File: src/rtl/ex_stage_md_if.sv
// Bundle of every non-clock signal between the ID/EX boundary, the execute stage and EX/MEM.
// No latency; the interface is wiring only.
// Backpressure travels as stall_in (toward EX) and md_stall (toward ID/EX).
interface ex_stage_md_if #(
   parameter int WIDTH  = 32,
   parameter int REG_W  = 5,
   parameter int CTRL_W = 10
);
   // ID/EX side
   logic              in_valid;
   logic [WIDTH-1:0]  a_operand;
   logic [WIDTH-1:0]  b_operand;
   logic [WIDTH-1:0]  imm_ext;
   logic [WIDTH-1:0]  pc_plus4;
   logic [WIDTH-1:0]  fwd_mem;
   logic [WIDTH-1:0]  fwd_wb;
   logic [1:0]        fwd_a_sel;
   logic [1:0]        fwd_b_sel;
   logic              alu_src;
   logic              reg_dest;
   logic [REG_W-1:0]  dest_rd;
   logic [REG_W-1:0]  dest_rt;
   logic [4:0]        alu_sel;
   logic [CTRL_W-1:0] ctrl_in;
   logic              stall_in;
   // EX/MEM and hazard-unit side
   logic [WIDTH-1:0]  alu_out;
   logic [WIDTH-1:0]  data_to_write;
   logic [REG_W-1:0]  reg_to_write;
   logic [WIDTH-1:0]  pc_plus4_o;
   logic [CTRL_W-1:0] ctrl_out;
   logic              out_valid;
   logic              md_busy;
   logic              md_stall;
   logic [REG_W-1:0]  dest_hz;

   // Driver of the instruction stream (pipeline control / testbench)
   modport master (
      output in_valid, a_operand, b_operand, imm_ext, pc_plus4, fwd_mem, fwd_wb,
             fwd_a_sel, fwd_b_sel, alu_src, reg_dest, dest_rd, dest_rt, alu_sel,
             ctrl_in, stall_in,
      input  alu_out, data_to_write, reg_to_write, pc_plus4_o, ctrl_out, out_valid,
             md_busy, md_stall, dest_hz
   );

   // The execute stage itself
   modport slave (
      input  in_valid, a_operand, b_operand, imm_ext, pc_plus4, fwd_mem, fwd_wb,
             fwd_a_sel, fwd_b_sel, alu_src, reg_dest, dest_rd, dest_rt, alu_sel,
             ctrl_in, stall_in,
      output alu_out, data_to_write, reg_to_write, pc_plus4_o, ctrl_out, out_valid,
             md_busy, md_stall, dest_hz
   );
endinterface

File: src/rtl/ex_stage_md.sv
// MIPS execute stage: forwarding, ALU, EX/MEM register and iterative mul/div with HI/LO.
// One cycle to EX/MEM; mul/div runs WIDTH cycles in the background, HI/LO written on the last.
// stall_in freezes EX/MEM (not the mul/div); md_stall holds ID/EX only for dependent HI/LO ops.
module ex_stage_md #(
   parameter int WIDTH   = 32,
   parameter int SHAMT_W = 5,
   parameter int REG_W   = 5,
   parameter int CTRL_W  = 10
) (
   input  logic         clk,
   input  logic         rst_n,
   ex_stage_md_if.slave bus
);

   localparam logic [4:0] OP_SLL   = 5'd0;
   localparam logic [4:0] OP_SRL   = 5'd1;
   localparam logic [4:0] OP_SRA   = 5'd2;
   localparam logic [4:0] OP_SLLV  = 5'd3;
   localparam logic [4:0] OP_SRLV  = 5'd4;
   localparam logic [4:0] OP_SRAV  = 5'd5;
   localparam logic [4:0] OP_ADD   = 5'd6;
   localparam logic [4:0] OP_SUB   = 5'd7;
   localparam logic [4:0] OP_AND   = 5'd8;
   localparam logic [4:0] OP_OR    = 5'd9;
   localparam logic [4:0] OP_XOR   = 5'd10;
   localparam logic [4:0] OP_NOR   = 5'd11;
   localparam logic [4:0] OP_SLT   = 5'd12;
   localparam logic [4:0] OP_LUI   = 5'd13;
   localparam logic [4:0] OP_LINK  = 5'd14;
   localparam logic [4:0] OP_SLTU  = 5'd15;
   localparam logic [4:0] OP_MULT  = 5'd16;
   localparam logic [4:0] OP_MULTU = 5'd17;
   localparam logic [4:0] OP_DIV   = 5'd18;
   localparam logic [4:0] OP_DIVU  = 5'd19;
   localparam logic [4:0] OP_MFHI  = 5'd20;
   localparam logic [4:0] OP_MFLO  = 5'd21;

   localparam logic [SHAMT_W:0] CNT_INIT = (SHAMT_W+1)'(WIDTH);
   localparam logic [SHAMT_W:0] CNT_ONE  = (SHAMT_W+1)'(1);

   // ---------------- combinational datapath ----------------
   logic [WIDTH-1:0]   src_a, src_b, op_b, alu_res;
   logic [SHAMT_W-1:0] shamt_imm, shamt_var;
   logic [REG_W-1:0]   dest;
   logic               is_md_op, is_md_any, md_stall, md_start;

   // ---------------- EX/MEM register ----------------
   logic [WIDTH-1:0]  alu_out_q, alu_out_d;
   logic [WIDTH-1:0]  data_q, data_d;
   logic [REG_W-1:0]  reg_q, reg_d;
   logic [WIDTH-1:0]  pc_q, pc_d;
   logic [CTRL_W-1:0] ctrl_q, ctrl_d;
   logic              vld_q, vld_d;

   // ---------------- multiply/divide state ----------------
   // acc holds the running high half (mult) or partial remainder (div);
   // mq holds the multiplier shifting out / the dividend shifting out and quotient shifting in.
   logic [WIDTH-1:0]   acc_q, acc_d, mq_q, mq_d, mcand_q, mcand_d;
   logic [WIDTH-1:0]   hi_q, hi_d, lo_q, lo_d;
   logic [SHAMT_W:0]   cnt_q, cnt_d;
   logic               busy_q, busy_d, is_div_q, is_div_d;
   logic               neg_lo_q, neg_lo_d, neg_hi_q, neg_hi_d;

   logic               signed_op, start_div, a_neg, b_neg;
   logic [WIDTH-1:0]   a_mag, b_mag;
   logic [WIDTH:0]     mul_sum, div_shift;
   logic               div_ge;
   logic [WIDTH-1:0]   acc_step, mq_step;
   logic [2*WIDTH-1:0] prod, prod_fix;

   // Forwarding muxes: 1x takes the EX/MEM result, 01 takes WB, 00 the register file
   always_comb begin
      src_a = bus.a_operand;
      if (bus.fwd_a_sel[1])      src_a = bus.fwd_mem;
      else if (bus.fwd_a_sel[0]) src_a = bus.fwd_wb;
      src_b = bus.b_operand;
      if (bus.fwd_b_sel[1])      src_b = bus.fwd_mem;
      else if (bus.fwd_b_sel[0]) src_b = bus.fwd_wb;
      op_b = bus.alu_src ? bus.imm_ext : src_b;
   end

   assign shamt_imm = bus.imm_ext[6 +: SHAMT_W];
   assign shamt_var = src_a[SHAMT_W-1:0];

   // LINK always writes the last register (r31 for the 5-bit file)
   assign dest = (bus.alu_sel == OP_LINK) ? '1 : (bus.reg_dest ? bus.dest_rd : bus.dest_rt);

   // ALU proper; mul/div codes produce 0 here, their results come back via MFHI/MFLO
   always_comb begin
      alu_res = '0;
      case (bus.alu_sel)
         OP_SLL:  alu_res = op_b << shamt_imm;
         OP_SRL:  alu_res = op_b >> shamt_imm;
         OP_SRA:  alu_res = $signed(op_b) >>> shamt_imm;
         OP_SLLV: alu_res = op_b << shamt_var;
         OP_SRLV: alu_res = op_b >> shamt_var;
         OP_SRAV: alu_res = $signed(op_b) >>> shamt_var;
         OP_ADD:  alu_res = src_a + op_b;
         OP_SUB:  alu_res = src_a - op_b;
         OP_AND:  alu_res = src_a & op_b;
         OP_OR:   alu_res = src_a | op_b;
         OP_XOR:  alu_res = src_a ^ op_b;
         OP_NOR:  alu_res = ~(src_a | op_b);
         OP_SLT:  alu_res = {{(WIDTH-1){1'b0}}, ($signed(src_a) < $signed(op_b))};
         OP_LUI:  alu_res = op_b << (WIDTH/2);
         OP_LINK: alu_res = bus.pc_plus4;
         OP_SLTU: alu_res = {{(WIDTH-1){1'b0}}, (src_a < op_b)};
         OP_MFHI: alu_res = hi_q;
         OP_MFLO: alu_res = lo_q;
         default: alu_res = '0;
      endcase
   end

   // Only instructions touching the mul/div unit or HI/LO wait for it; the completion
   // cycle still counts as busy so MFHI/MFLO pick up the freshly written HI/LO next cycle.
   assign is_md_op  = (bus.alu_sel >= OP_MULT) && (bus.alu_sel <= OP_DIVU);
   assign is_md_any = (bus.alu_sel >= OP_MULT) && (bus.alu_sel <= OP_MFLO);
   assign md_stall  = bus.in_valid & busy_q & is_md_any;
   assign md_start  = bus.in_valid & is_md_op & ~md_stall & ~bus.stall_in;

   // EX/MEM next state: hold under stall_in, bubble under md_stall, else load
   always_comb begin
      alu_out_d = alu_out_q;
      data_d    = data_q;
      reg_d     = reg_q;
      pc_d      = pc_q;
      ctrl_d    = ctrl_q;
      vld_d     = vld_q;
      if (!bus.stall_in) begin
         if (md_stall) begin
            alu_out_d = '0;
            data_d    = '0;
            reg_d     = '0;
            pc_d      = '0;
            ctrl_d    = '0;
            vld_d     = 1'b0;
         end else begin
            alu_out_d = alu_res;
            data_d    = src_b;
            reg_d     = dest;
            pc_d      = bus.pc_plus4;
            ctrl_d    = bus.in_valid ? bus.ctrl_in : '0;
            vld_d     = bus.in_valid;
         end
      end
   end

   // EX/MEM register
   always_ff @(posedge clk or negedge rst_n) begin
      if (!rst_n) begin
         alu_out_q <= '0;
         data_q    <= '0;
         reg_q     <= '0;
         pc_q      <= '0;
         ctrl_q    <= '0;
         vld_q     <= 1'b0;
      end else begin
         alu_out_q <= alu_out_d;
         data_q    <= data_d;
         reg_q     <= reg_d;
         pc_q      <= pc_d;
         ctrl_q    <= ctrl_d;
         vld_q     <= vld_d;
      end
   end

   // Signed ops run on magnitudes; the sign is re-applied when HI/LO are written
   assign signed_op = (bus.alu_sel == OP_MULT) || (bus.alu_sel == OP_DIV);
   assign start_div = (bus.alu_sel == OP_DIV) || (bus.alu_sel == OP_DIVU);
   assign a_neg     = signed_op & src_a[WIDTH-1];
   assign b_neg     = signed_op & src_b[WIDTH-1];
   assign a_mag     = a_neg ? -src_a : src_a;
   assign b_mag     = b_neg ? -src_b : src_b;

   // One radix-2 step: shift-add for multiply, restoring subtract for divide
   assign mul_sum   = {1'b0, acc_q} + (mq_q[0] ? {1'b0, mcand_q} : '0);
   assign div_shift = {acc_q, mq_q[WIDTH-1]};
   assign div_ge    = (div_shift >= {1'b0, mcand_q});

   always_comb begin
      if (is_div_q) begin
         acc_step = div_ge ? (div_shift[WIDTH-1:0] - mcand_q) : div_shift[WIDTH-1:0];
         mq_step  = {mq_q[WIDTH-2:0], div_ge};
      end else begin
         acc_step = mul_sum[WIDTH:1];
         mq_step  = {mul_sum[0], mq_q[WIDTH-1:1]};
      end
   end

   assign prod     = {acc_step, mq_step};
   assign prod_fix = neg_lo_q ? -prod : prod;

   // Mul/div next state: start captures operands, each busy cycle steps, the last writes HI/LO.
   // A zero divisor skips sign handling so the plain unsigned loop yields LO=all-ones, HI=dividend.
   always_comb begin
      acc_d    = acc_q;
      mq_d     = mq_q;
      mcand_d  = mcand_q;
      hi_d     = hi_q;
      lo_d     = lo_q;
      cnt_d    = cnt_q;
      busy_d   = busy_q;
      is_div_d = is_div_q;
      neg_lo_d = neg_lo_q;
      neg_hi_d = neg_hi_q;
      if (md_start) begin
         is_div_d = start_div;
         cnt_d    = CNT_INIT;
         busy_d   = 1'b1;
         acc_d    = '0;
         if (start_div && (src_b == '0)) begin
            mq_d     = src_a;
            mcand_d  = '0;
            neg_lo_d = 1'b0;
            neg_hi_d = 1'b0;
         end else begin
            mq_d     = a_mag;
            mcand_d  = b_mag;
            neg_lo_d = a_neg ^ b_neg;
            neg_hi_d = a_neg;
         end
      end else if (busy_q) begin
         acc_d = acc_step;
         mq_d  = mq_step;
         cnt_d = cnt_q - CNT_ONE;
         if (cnt_q == CNT_ONE) begin
            busy_d = 1'b0;
            if (is_div_q) begin
               lo_d = neg_lo_q ? -mq_step : mq_step;
               hi_d = neg_hi_q ? -acc_step : acc_step;
            end else begin
               lo_d = prod_fix[WIDTH-1:0];
               hi_d = prod_fix[2*WIDTH-1:WIDTH];
            end
         end
      end
   end

   // Mul/div registers; reset aborts any iteration in flight and clears HI/LO
   always_ff @(posedge clk or negedge rst_n) begin
      if (!rst_n) begin
         acc_q    <= '0;
         mq_q     <= '0;
         mcand_q  <= '0;
         hi_q     <= '0;
         lo_q     <= '0;
         cnt_q    <= '0;
         busy_q   <= 1'b0;
         is_div_q <= 1'b0;
         neg_lo_q <= 1'b0;
         neg_hi_q <= 1'b0;
      end else begin
         acc_q    <= acc_d;
         mq_q     <= mq_d;
         mcand_q  <= mcand_d;
         hi_q     <= hi_d;
         lo_q     <= lo_d;
         cnt_q    <= cnt_d;
         busy_q   <= busy_d;
         is_div_q <= is_div_d;
         neg_lo_q <= neg_lo_d;
         neg_hi_q <= neg_hi_d;
      end
   end

   assign bus.alu_out       = alu_out_q;
   assign bus.data_to_write = data_q;
   assign bus.reg_to_write  = reg_q;
   assign bus.pc_plus4_o    = pc_q;
   assign bus.ctrl_out      = ctrl_q;
   assign bus.out_valid     = vld_q;
   assign bus.md_busy       = busy_q;
   assign bus.md_stall      = md_stall;
   assign bus.dest_hz       = dest;

endmodule

File: src/flat_wrapper.sv
// flat-port wrapper written by rule: the top's interface ports become plain ports
module ex_stage_md_flat 
#(
   parameter int WIDTH   = 32,
   parameter int SHAMT_W = 5,
   parameter int REG_W   = 5,
   parameter int CTRL_W  = 10
)
  (clk, rst_n, bus_in_valid, bus_a_operand, bus_b_operand, bus_imm_ext, bus_pc_plus4, bus_fwd_mem, bus_fwd_wb, bus_fwd_a_sel, bus_fwd_b_sel, bus_alu_src, bus_reg_dest, bus_dest_rd, bus_dest_rt, bus_alu_sel, bus_ctrl_in, bus_stall_in, bus_alu_out, bus_data_to_write, bus_reg_to_write, bus_pc_plus4_o, bus_ctrl_out, bus_out_valid, bus_md_busy, bus_md_stall, bus_dest_hz);
  ex_stage_md_if #(.WIDTH(WIDTH), .REG_W(REG_W), .CTRL_W(CTRL_W)) bus_i ();
  input  logic clk;
  input  logic rst_n;
  input wire logic [$bits(bus_i.in_valid)-1:0] bus_in_valid;
  input wire logic [$bits(bus_i.a_operand)-1:0] bus_a_operand;
  input wire logic [$bits(bus_i.b_operand)-1:0] bus_b_operand;
  input wire logic [$bits(bus_i.imm_ext)-1:0] bus_imm_ext;
  input wire logic [$bits(bus_i.pc_plus4)-1:0] bus_pc_plus4;
  input wire logic [$bits(bus_i.fwd_mem)-1:0] bus_fwd_mem;
  input wire logic [$bits(bus_i.fwd_wb)-1:0] bus_fwd_wb;
  input wire logic [$bits(bus_i.fwd_a_sel)-1:0] bus_fwd_a_sel;
  input wire logic [$bits(bus_i.fwd_b_sel)-1:0] bus_fwd_b_sel;
  input wire logic [$bits(bus_i.alu_src)-1:0] bus_alu_src;
  input wire logic [$bits(bus_i.reg_dest)-1:0] bus_reg_dest;
  input wire logic [$bits(bus_i.dest_rd)-1:0] bus_dest_rd;
  input wire logic [$bits(bus_i.dest_rt)-1:0] bus_dest_rt;
  input wire logic [$bits(bus_i.alu_sel)-1:0] bus_alu_sel;
  input wire logic [$bits(bus_i.ctrl_in)-1:0] bus_ctrl_in;
  input wire logic [$bits(bus_i.stall_in)-1:0] bus_stall_in;
  output wire logic [$bits(bus_i.alu_out)-1:0] bus_alu_out;
  output wire logic [$bits(bus_i.data_to_write)-1:0] bus_data_to_write;
  output wire logic [$bits(bus_i.reg_to_write)-1:0] bus_reg_to_write;
  output wire logic [$bits(bus_i.pc_plus4_o)-1:0] bus_pc_plus4_o;
  output wire logic [$bits(bus_i.ctrl_out)-1:0] bus_ctrl_out;
  output wire logic [$bits(bus_i.out_valid)-1:0] bus_out_valid;
  output wire logic [$bits(bus_i.md_busy)-1:0] bus_md_busy;
  output wire logic [$bits(bus_i.md_stall)-1:0] bus_md_stall;
  output wire logic [$bits(bus_i.dest_hz)-1:0] bus_dest_hz;
  assign bus_i.in_valid = bus_in_valid;
  assign bus_i.a_operand = bus_a_operand;
  assign bus_i.b_operand = bus_b_operand;
  assign bus_i.imm_ext = bus_imm_ext;
  assign bus_i.pc_plus4 = bus_pc_plus4;
  assign bus_i.fwd_mem = bus_fwd_mem;
  assign bus_i.fwd_wb = bus_fwd_wb;
  assign bus_i.fwd_a_sel = bus_fwd_a_sel;
  assign bus_i.fwd_b_sel = bus_fwd_b_sel;
  assign bus_i.alu_src = bus_alu_src;
  assign bus_i.reg_dest = bus_reg_dest;
  assign bus_i.dest_rd = bus_dest_rd;
  assign bus_i.dest_rt = bus_dest_rt;
  assign bus_i.alu_sel = bus_alu_sel;
  assign bus_i.ctrl_in = bus_ctrl_in;
  assign bus_i.stall_in = bus_stall_in;
  assign bus_alu_out = bus_i.alu_out;
  assign bus_data_to_write = bus_i.data_to_write;
  assign bus_reg_to_write = bus_i.reg_to_write;
  assign bus_pc_plus4_o = bus_i.pc_plus4_o;
  assign bus_ctrl_out = bus_i.ctrl_out;
  assign bus_out_valid = bus_i.out_valid;
  assign bus_md_busy = bus_i.md_busy;
  assign bus_md_stall = bus_i.md_stall;
  assign bus_dest_hz = bus_i.dest_hz;
  ex_stage_md #(.WIDTH(WIDTH), .SHAMT_W(SHAMT_W), .REG_W(REG_W), .CTRL_W(CTRL_W)) u_core (.clk(clk), .rst_n(rst_n), .bus(bus_i));
endmodule
File: config.mk
export PLATFORM = sky130hd
export DESIGN_NAME = ex_stage_md_flat
export DESIGN_NICKNAME = d
export VERILOG_FILES = /design/src/rtl/ex_stage_md_if.sv /design/src/rtl/ex_stage_md.sv /design/src/flat_wrapper.sv
export SDC_FILE = /design/constraint.sdc
export NUM_CORES = 2
export LEC_CHECK = 0
export CAP_MARGIN = 30
export CELL_PAD_IN_SITES_DETAIL_PLACEMENT = 0
export CELL_PAD_IN_SITES_GLOBAL_PLACEMENT = 1
export CORE_MARGIN = 2
export CORE_UTILIZATION = 41
export CTS_CLUSTER_DIAMETER = 40
export CTS_CLUSTER_SIZE = 16
export DETAILED_ROUTE_END_ITERATION = 6
export GPL_TIMING_DRIVEN = 0
export HOLD_SLACK_MARGIN = 0.06
export PLACE_DENSITY_LB_ADDON = 0.12
export SLEW_MARGIN = 20
export SYNTH_ARGS = -nofsm -noshare
export SYNTH_HDL_FRONTEND = slang
export SYNTH_SLANG_ARGS = --single-unit
File: constraint.sdc
create_clock -name clk -period 9.2 [get_ports clk]
set_clock_uncertainty 0.15 [all_clocks]
set_input_delay 2.76 -clock clk [delete_from_list [all_inputs] [get_ports clk]]
set_output_delay 2.76 -clock clk [all_outputs]
set_load 0.05 [all_outputs]
Yosys cells after proc, flatten, opt, wreduce, memory -nomap -nowiden
Cells that the tools add are included.
{"block": "classes", "eq_ne": 21, "order_cmp": 6, "muxes": 39, "addsub": 10, "n_reduce_logical": 9, "bitwise_logic": 15, "shifts": 6}
{"operator": "$mux 32", "count": 24}
{"operator": "$pmux 32 s18", "count": 1}
{"operator": "$neg 32->32", "count": 4}
{"operator": "$lt 32x32->1", "count": 2}
{"operator": "$mux 64", "count": 1}
{"operator": "$neg 64->64", "count": 1}
{"operator": "$shl 32x5->32", "count": 2}
{"operator": "$shr 32x5->32", "count": 2}
{"operator": "$sshr 32x5->32", "count": 2}
{"operator": "$sub 32x32->32", "count": 2}
{"operator": "$eq 5x4->1 const B", "count": 8}
{"operator": "$add 32x33->33", "count": 1}
{"operator": "$ge 33x32->1", "count": 1}
{"operator": "$add 32x32->32", "count": 1}
{"operator": "$and 32x32->32", "count": 1}
{"operator": "$logic_not 32->1", "count": 1}
{"operator": "$not 32->32", "count": 1}
{"operator": "$or 32x32->32", "count": 1}
{"operator": "$xor 32x32->32", "count": 1}
{"operator": "$eq 5x5->1 const B", "count": 5}
{"operator": "$eq 5x3->1 const B", "count": 4}
{"operator": "$mux 10", "count": 2}
{"operator": "$mux 5", "count": 3}
{"operator": "$mux 6", "count": 2}
{"operator": "other kinds (15)", "count": 33}
{"block": "word_totals", "register_bits": 282, "inputBits": 227, "output_inout_bits": 119}

Logic depth before layout (Yosys ltp)
{"block": "logic_depth", "depth_word": 8, "ltp_mapped": 23, "mapped_depth_nobuf": 19}

Worst setup path after synthesis
No wires, ideal clock.
{"block": "synth_timing", "path_type": "input port to flip-flop", "startpoint": "input port bus_fwd_b_sel[0]", "endpoint": "register u_core.alu_out_q[0] (netlist: u_core.bus.alu_out[0])", "slack_ps": 1341, "path_stages": 22, "setup_time_ps": 135, "n_path_buf": 4, "t_arrival_ps": 7575, "cell_sequence": "clkbuf_1 > buf_2 > buf_2 > buf_2 > mux2_2 > mux2i_1 > o21a_1 > inv_1 > ha_1 > fa_1 > o21ba_2 > o21bai_1 > a21oi_1 > o41a_1 > o221ai_1 > a211oi_1 > o311ai_0 > a211oi_1 > o21ai_0 > a2111oi_0 > nor4bb_1 > o21ai_0"}
{"block": "synth_between", "elab_chain_cells": 7, "word_cells_on_any_way": 19}
{"item": "start: declaration", "line_no": "flat_wrapper.sv:21", "text": "input wire logic [$bits(bus_i.fwd_b_sel)-1:0] bus_fwd_b_sel;"}
{"item": "$mux 32 *", "line_no": "ex_stage_md.sv:78", "text": "else if (bus.fwd_b_sel[0]) src_b = bus.fwd_wb;"}
{"item": "$mux 32 *", "line_no": "ex_stage_md.sv:77", "text": "if (bus.fwd_b_sel[1]) src_b = bus.fwd_mem;"}
{"item": "$mux 32 *", "line_no": "ex_stage_md.sv:79", "text": "op_b = bus.alu_src ? bus.imm_ext : src_b;"}
{"item": "branches (longest 2 deep; another with $sub 32x32->32)"}
{"item": "$pmux 32 s18 *", "line_no": "ex_stage_md.sv:91", "text": "case (bus.alu_sel)"}
{"item": "$mux 32 *", "line_no": "ex_stage_md.sv:130", "text": "if (md_stall) begin"}
{"item": "end signal: assignment", "line_no": "ex_stage_md.sv:158", "text": "alu_out_q <= alu_out_d;"}
{"item": "end: declaration", "line_no": "ex_stage_md.sv:48", "text": "logic [WIDTH-1:0] alu_out_q, alu_out_d;"}
Every way passes the cells marked *.
A chain may end at the register's enable or synchronous reset.

Worst setup path after layout
Ends and elaborated chain as after synthesis.

==> impl_metrics.env <==
export IMPL_status="finished, violations left"
export IMPL_violations="DRC"
export IMPL_final_period_utilization_pct=99.9
export IMPL_fill_cells=7588
export IMPL_synth_area_sq_um=30800
export IMPL_layout_commonest_cell="nand2_1"
export IMPL_synthArstFlopShare_pct=100
export IMPL_min_to="u_core.bus.out_valid"
export IMPL_start_util_pct=41.4
export IMPL_cap_violations=0
export IMPL_stdcell_area_sq_um=37800
export IMPL_p_sw_w=0.00597
export IMPL_firstDrtPassIters=7
export IMPL_grt_pass1_wl_microns=255000
export IMPL_critPathRequiredTime_ps=9520
export IMPL_critPathMaxFanout=10
export IMPL_post_dp_cell_area_sq_um=35800
export IMPL_cts_root_buffer="clkbuf_16"
export IMPL_cts_hold_buffers=0
export IMPL_slew_limit_headroom_pct=14.5
export IMPL_port_buffers=337
export IMPL_powerDensity_nw_per_um2=295
export IMPL_die_y_microns=278
export IMPL_p_int_w=0.00517
export IMPL_p_leak_nw=15.9
export IMPL_path_class="primary input to flip-flop"
export IMPL_grt_ovfl_total=0
export IMPL_maxSlewViolCount=0
export IMPL_layout_drive_gt1_share_pct=5.42
export IMPL_area_growth_pct=22.6
export IMPL_drt_initial_drc_count=5182
export IMPL_post_cts_resize_count=8
export IMPL_final_nets=5054
export IMPL_wirelength_met1_microns=70800
export IMPL_fp_dieW_microns=278
export IMPL_crit_arrival_ps=9510
export IMPL_vdd_drop_max_mv=0.179
export IMPL_cts_max_path_buffers=3
export IMPL_antenna_found_initial=6
export IMPL_postRouteAntennaNets=0
export IMPL_avgSynthCellArea_sq_um=7.29
export IMPL_place_congestion=1.10
export IMPL_rows=100
export IMPL_route_detailed_drc=4
export IMPL_post_dp_hpwl_microns=149000
export IMPL_clock_fmax_mhz=109
export IMPL_period_minus_slack_ps=9190
export IMPL_clkSlewWorstSetupHoldPaths_ps=60
export IMPL_grt_util_all_layers_pct=45.7
export IMPL_post_drt_wl_per_cell_microns=32.3
export IMPL_clkLatencyLatePin_ps=600
export IMPL_cts_tree="built"
export IMPL_hold_viol=0
export IMPL_cts_buffers=52
export IMPL_die_area_sq_um=77400
export IMPL_viasPerCell=6.57
export IMPL_finalSetupTns_ps=0
export IMPL_met3_length_microns=22300
export IMPL_ff2ff_path_depth=13
export IMPL_report_final_setup_viol=0
export IMPL_grt_max_degree=93
export IMPL_synth_cells=4232
export IMPL_hp_start="u_core.bus.out_valid"
export IMPL_hold_depth=1
export IMPL_worstMarginPinSlew_ps=1280
export IMPL_wl_met2_microns=75900
export IMPL_syn_num_nets=4629
export IMPL_seqPwrFrac_pct=18.4
export IMPL_end_kind="flip-flop"
export IMPL_layout_common_cells="nand2_1 (644), o21ai_0 (427), clkdlybuf4s50_1 (336), a21oi_1 (333), nor2_1 (329)"
export IMPL_r2r_start="u_core.is_div_q"
export IMPL_clkPwrFrac_pct=18.9
export IMPL_synth_edf_count=0
export IMPL_synth_seq_cells=282
export IMPL_synth_ff_type="dfrtp_1"
export IMPL_start_kind="primary input"
export IMPL_r2r_end="u_core.hi_q[4]"
export IMPL_pwr_share_comb_pct=62.7
export IMPL_switching_share_pct=53.6
export IMPL_postCtsSetupRepairBufs=0
export IMPL_reg2reg_slack_ps=2420
export IMPL_num_vias=37300
export IMPL_hold_class="flip-flop to flip-flop"
export IMPL_rsz0062_at_grt="false"
export IMPL_highest_layer="met5"
export IMPL_ios=346
export IMPL_htree_levels=2
export IMPL_cts_sinks=282
export IMPL_core_sq_um=74400
export IMPL_wl_microns=183000
export IMPL_seq_area_frac_synth_pct=22.9
export IMPL_synthDistinctLibCells=94
export IMPL_grt_pass1_vias=34800
export IMPL_synth_warnings=0
cell usage after synthesis (45+ instances only):
library cell / instances / area share (%)
ha_1: 166 / 6.7
o21ai_1: 64 / 1.0
clkbuf_1: 235 / 2.9
a22oi_1: 47 / 1.1
a21oi_1: 335 / 5.4
dfrtp_1: 282 / 23
o21ai_0: 432 / 7.0
mux2i_1: 205 / 6.7
xor2_1: 65 / 1.8
a22o_1: 49 / 1.4
a211oi_1: 55 / 1.3
and2_1: 50 / 1.0
nand3_1: 80 / 1.3
nor2_1: 330 / 4.0
nor3_1: 61 / 0.99
nand2_1: 644 / 7.8
o221ai_1: 45 / 1.3
xnor2_1: 149 / 4.2
o21a_1: 69 / 1.7
inv_1: 147 / 1.8
a31oi_1: 51 / 1.0
o211ai_1: 51 / 1.2
a21o_1: 51 / 1.2
sequential cells by signal, indices dropped and copies added (netlist names), 6 cells and up:
name,count
u_core.bus.alu_out,32
u_core.bus.data_to_write,32
u_core.acc_q,32
u_core.bus.ctrl_out,10
u_core.mcand_q,32
u_core.cnt_q,6
u_core.mq_q,32
u_core.hi_q,32
u_core.lo_q,32
u_core.bus.pc_plus4_o,32
critical path, cell delays in order:
cell	delay [ps]
clkbuf_1	260
buf_2	370
buf_4	330
buf_4	320
mux2_2	390
mux2i_4	370
o21a_2	390
inv_1	320
ha_1	320
fa_1	400
o21ba_2	220
o21bai_1	200
a21oi_1	160
o41a_1	410
o221ai_2	340
a211oi_1	190
o311ai_1	290
buf_2	270
a211oi_1	100
o21ai_1	310
a2111oi_2	220
nor4bb_1	400
o21ai_0	140
per-stage QoR:
step,util [%],power [W],setup WS (ps),instances,hold WS (ps)
after floorplan,-,0.00608,1340,4232,289
after global placement,47.6,0.00861,-7580,5538,308
after detailed placement,48.1,0.00865,-1570,5563,318
after CTS,50.7,0.0108,146,5661,333
after global routing,50.8,0.0115,5.02,5671,351
final,50.8,0.0111,7.59,5676,328
power by group through the flow:
stage	clock, W	combinational, W	sequential [W]
3_3_place_gp	0	0.00658	0.00203
5_1_grt	0.00216	0.00727	0.00207
4_1_cts	0.00210	0.00665	0.00202
6_report	0.00210	0.00699	0.00205
2_1_floorplan	0	0.00405	0.00203
3_5_place_dp	0	0.00662	0.00203
cell families after synthesis:
logic type / after synthesis / share of synthesized area [%]
and+or+nand+nor: 1386 / 19.9
DFF: 282 / 22.9
muxes: 245 / 8.11
buffers and inverters: 447 / 5.54
xor gates and xnor gates: 214 / 6.08
AOI/OAI and AO/OA: 1488 / 30.5
adders and majority gates: 170 / 7.00
cell type report:
type	instances	area [sq um]	area share (%)
diodes	6	15.0	0.0397
plain buffers	293	1140	3.03
clock buffers	65	1460	3.86
clock inverters	33	447	1.18
inverters	154	578	1.53
multi-input cells	3503	22100	58.6
flip-flops and latches	282	7060	18.7
well taps	969	1210	3.21
repair buffers	371	3750	9.92
layer usage:
metal  track usage, %  up-vias
met4             29.7        4
met5                0        -
met3             12.2      533
met2             67.5     2582
li1                 -    16200
met1             58.8    17900
worst max-delay path by stage:
stage / startpoint / to / depth (start not counted) / slack, ps
after global placement: rst_n / u_core.bus.alu_out[2] / 1 / -7580
after global routing: bus_fwd_b_sel[0] / u_core.bus.alu_out[0] / 23 / 5
final: bus_fwd_b_sel[0] / u_core.bus.alu_out[0] / 23 / 8
after detailed placement: bus_fwd_b_sel[0] / u_core.bus.alu_out[0] / 23 / -1570
after CTS: bus_fwd_b_sel[0] / u_core.bus.alu_out[0] / 23 / 150
after floorplan: bus_fwd_b_sel[0] / u_core.bus.alu_out[0] / 22 / 1340
No activity file was read; power rests on OpenSTA's default activity.
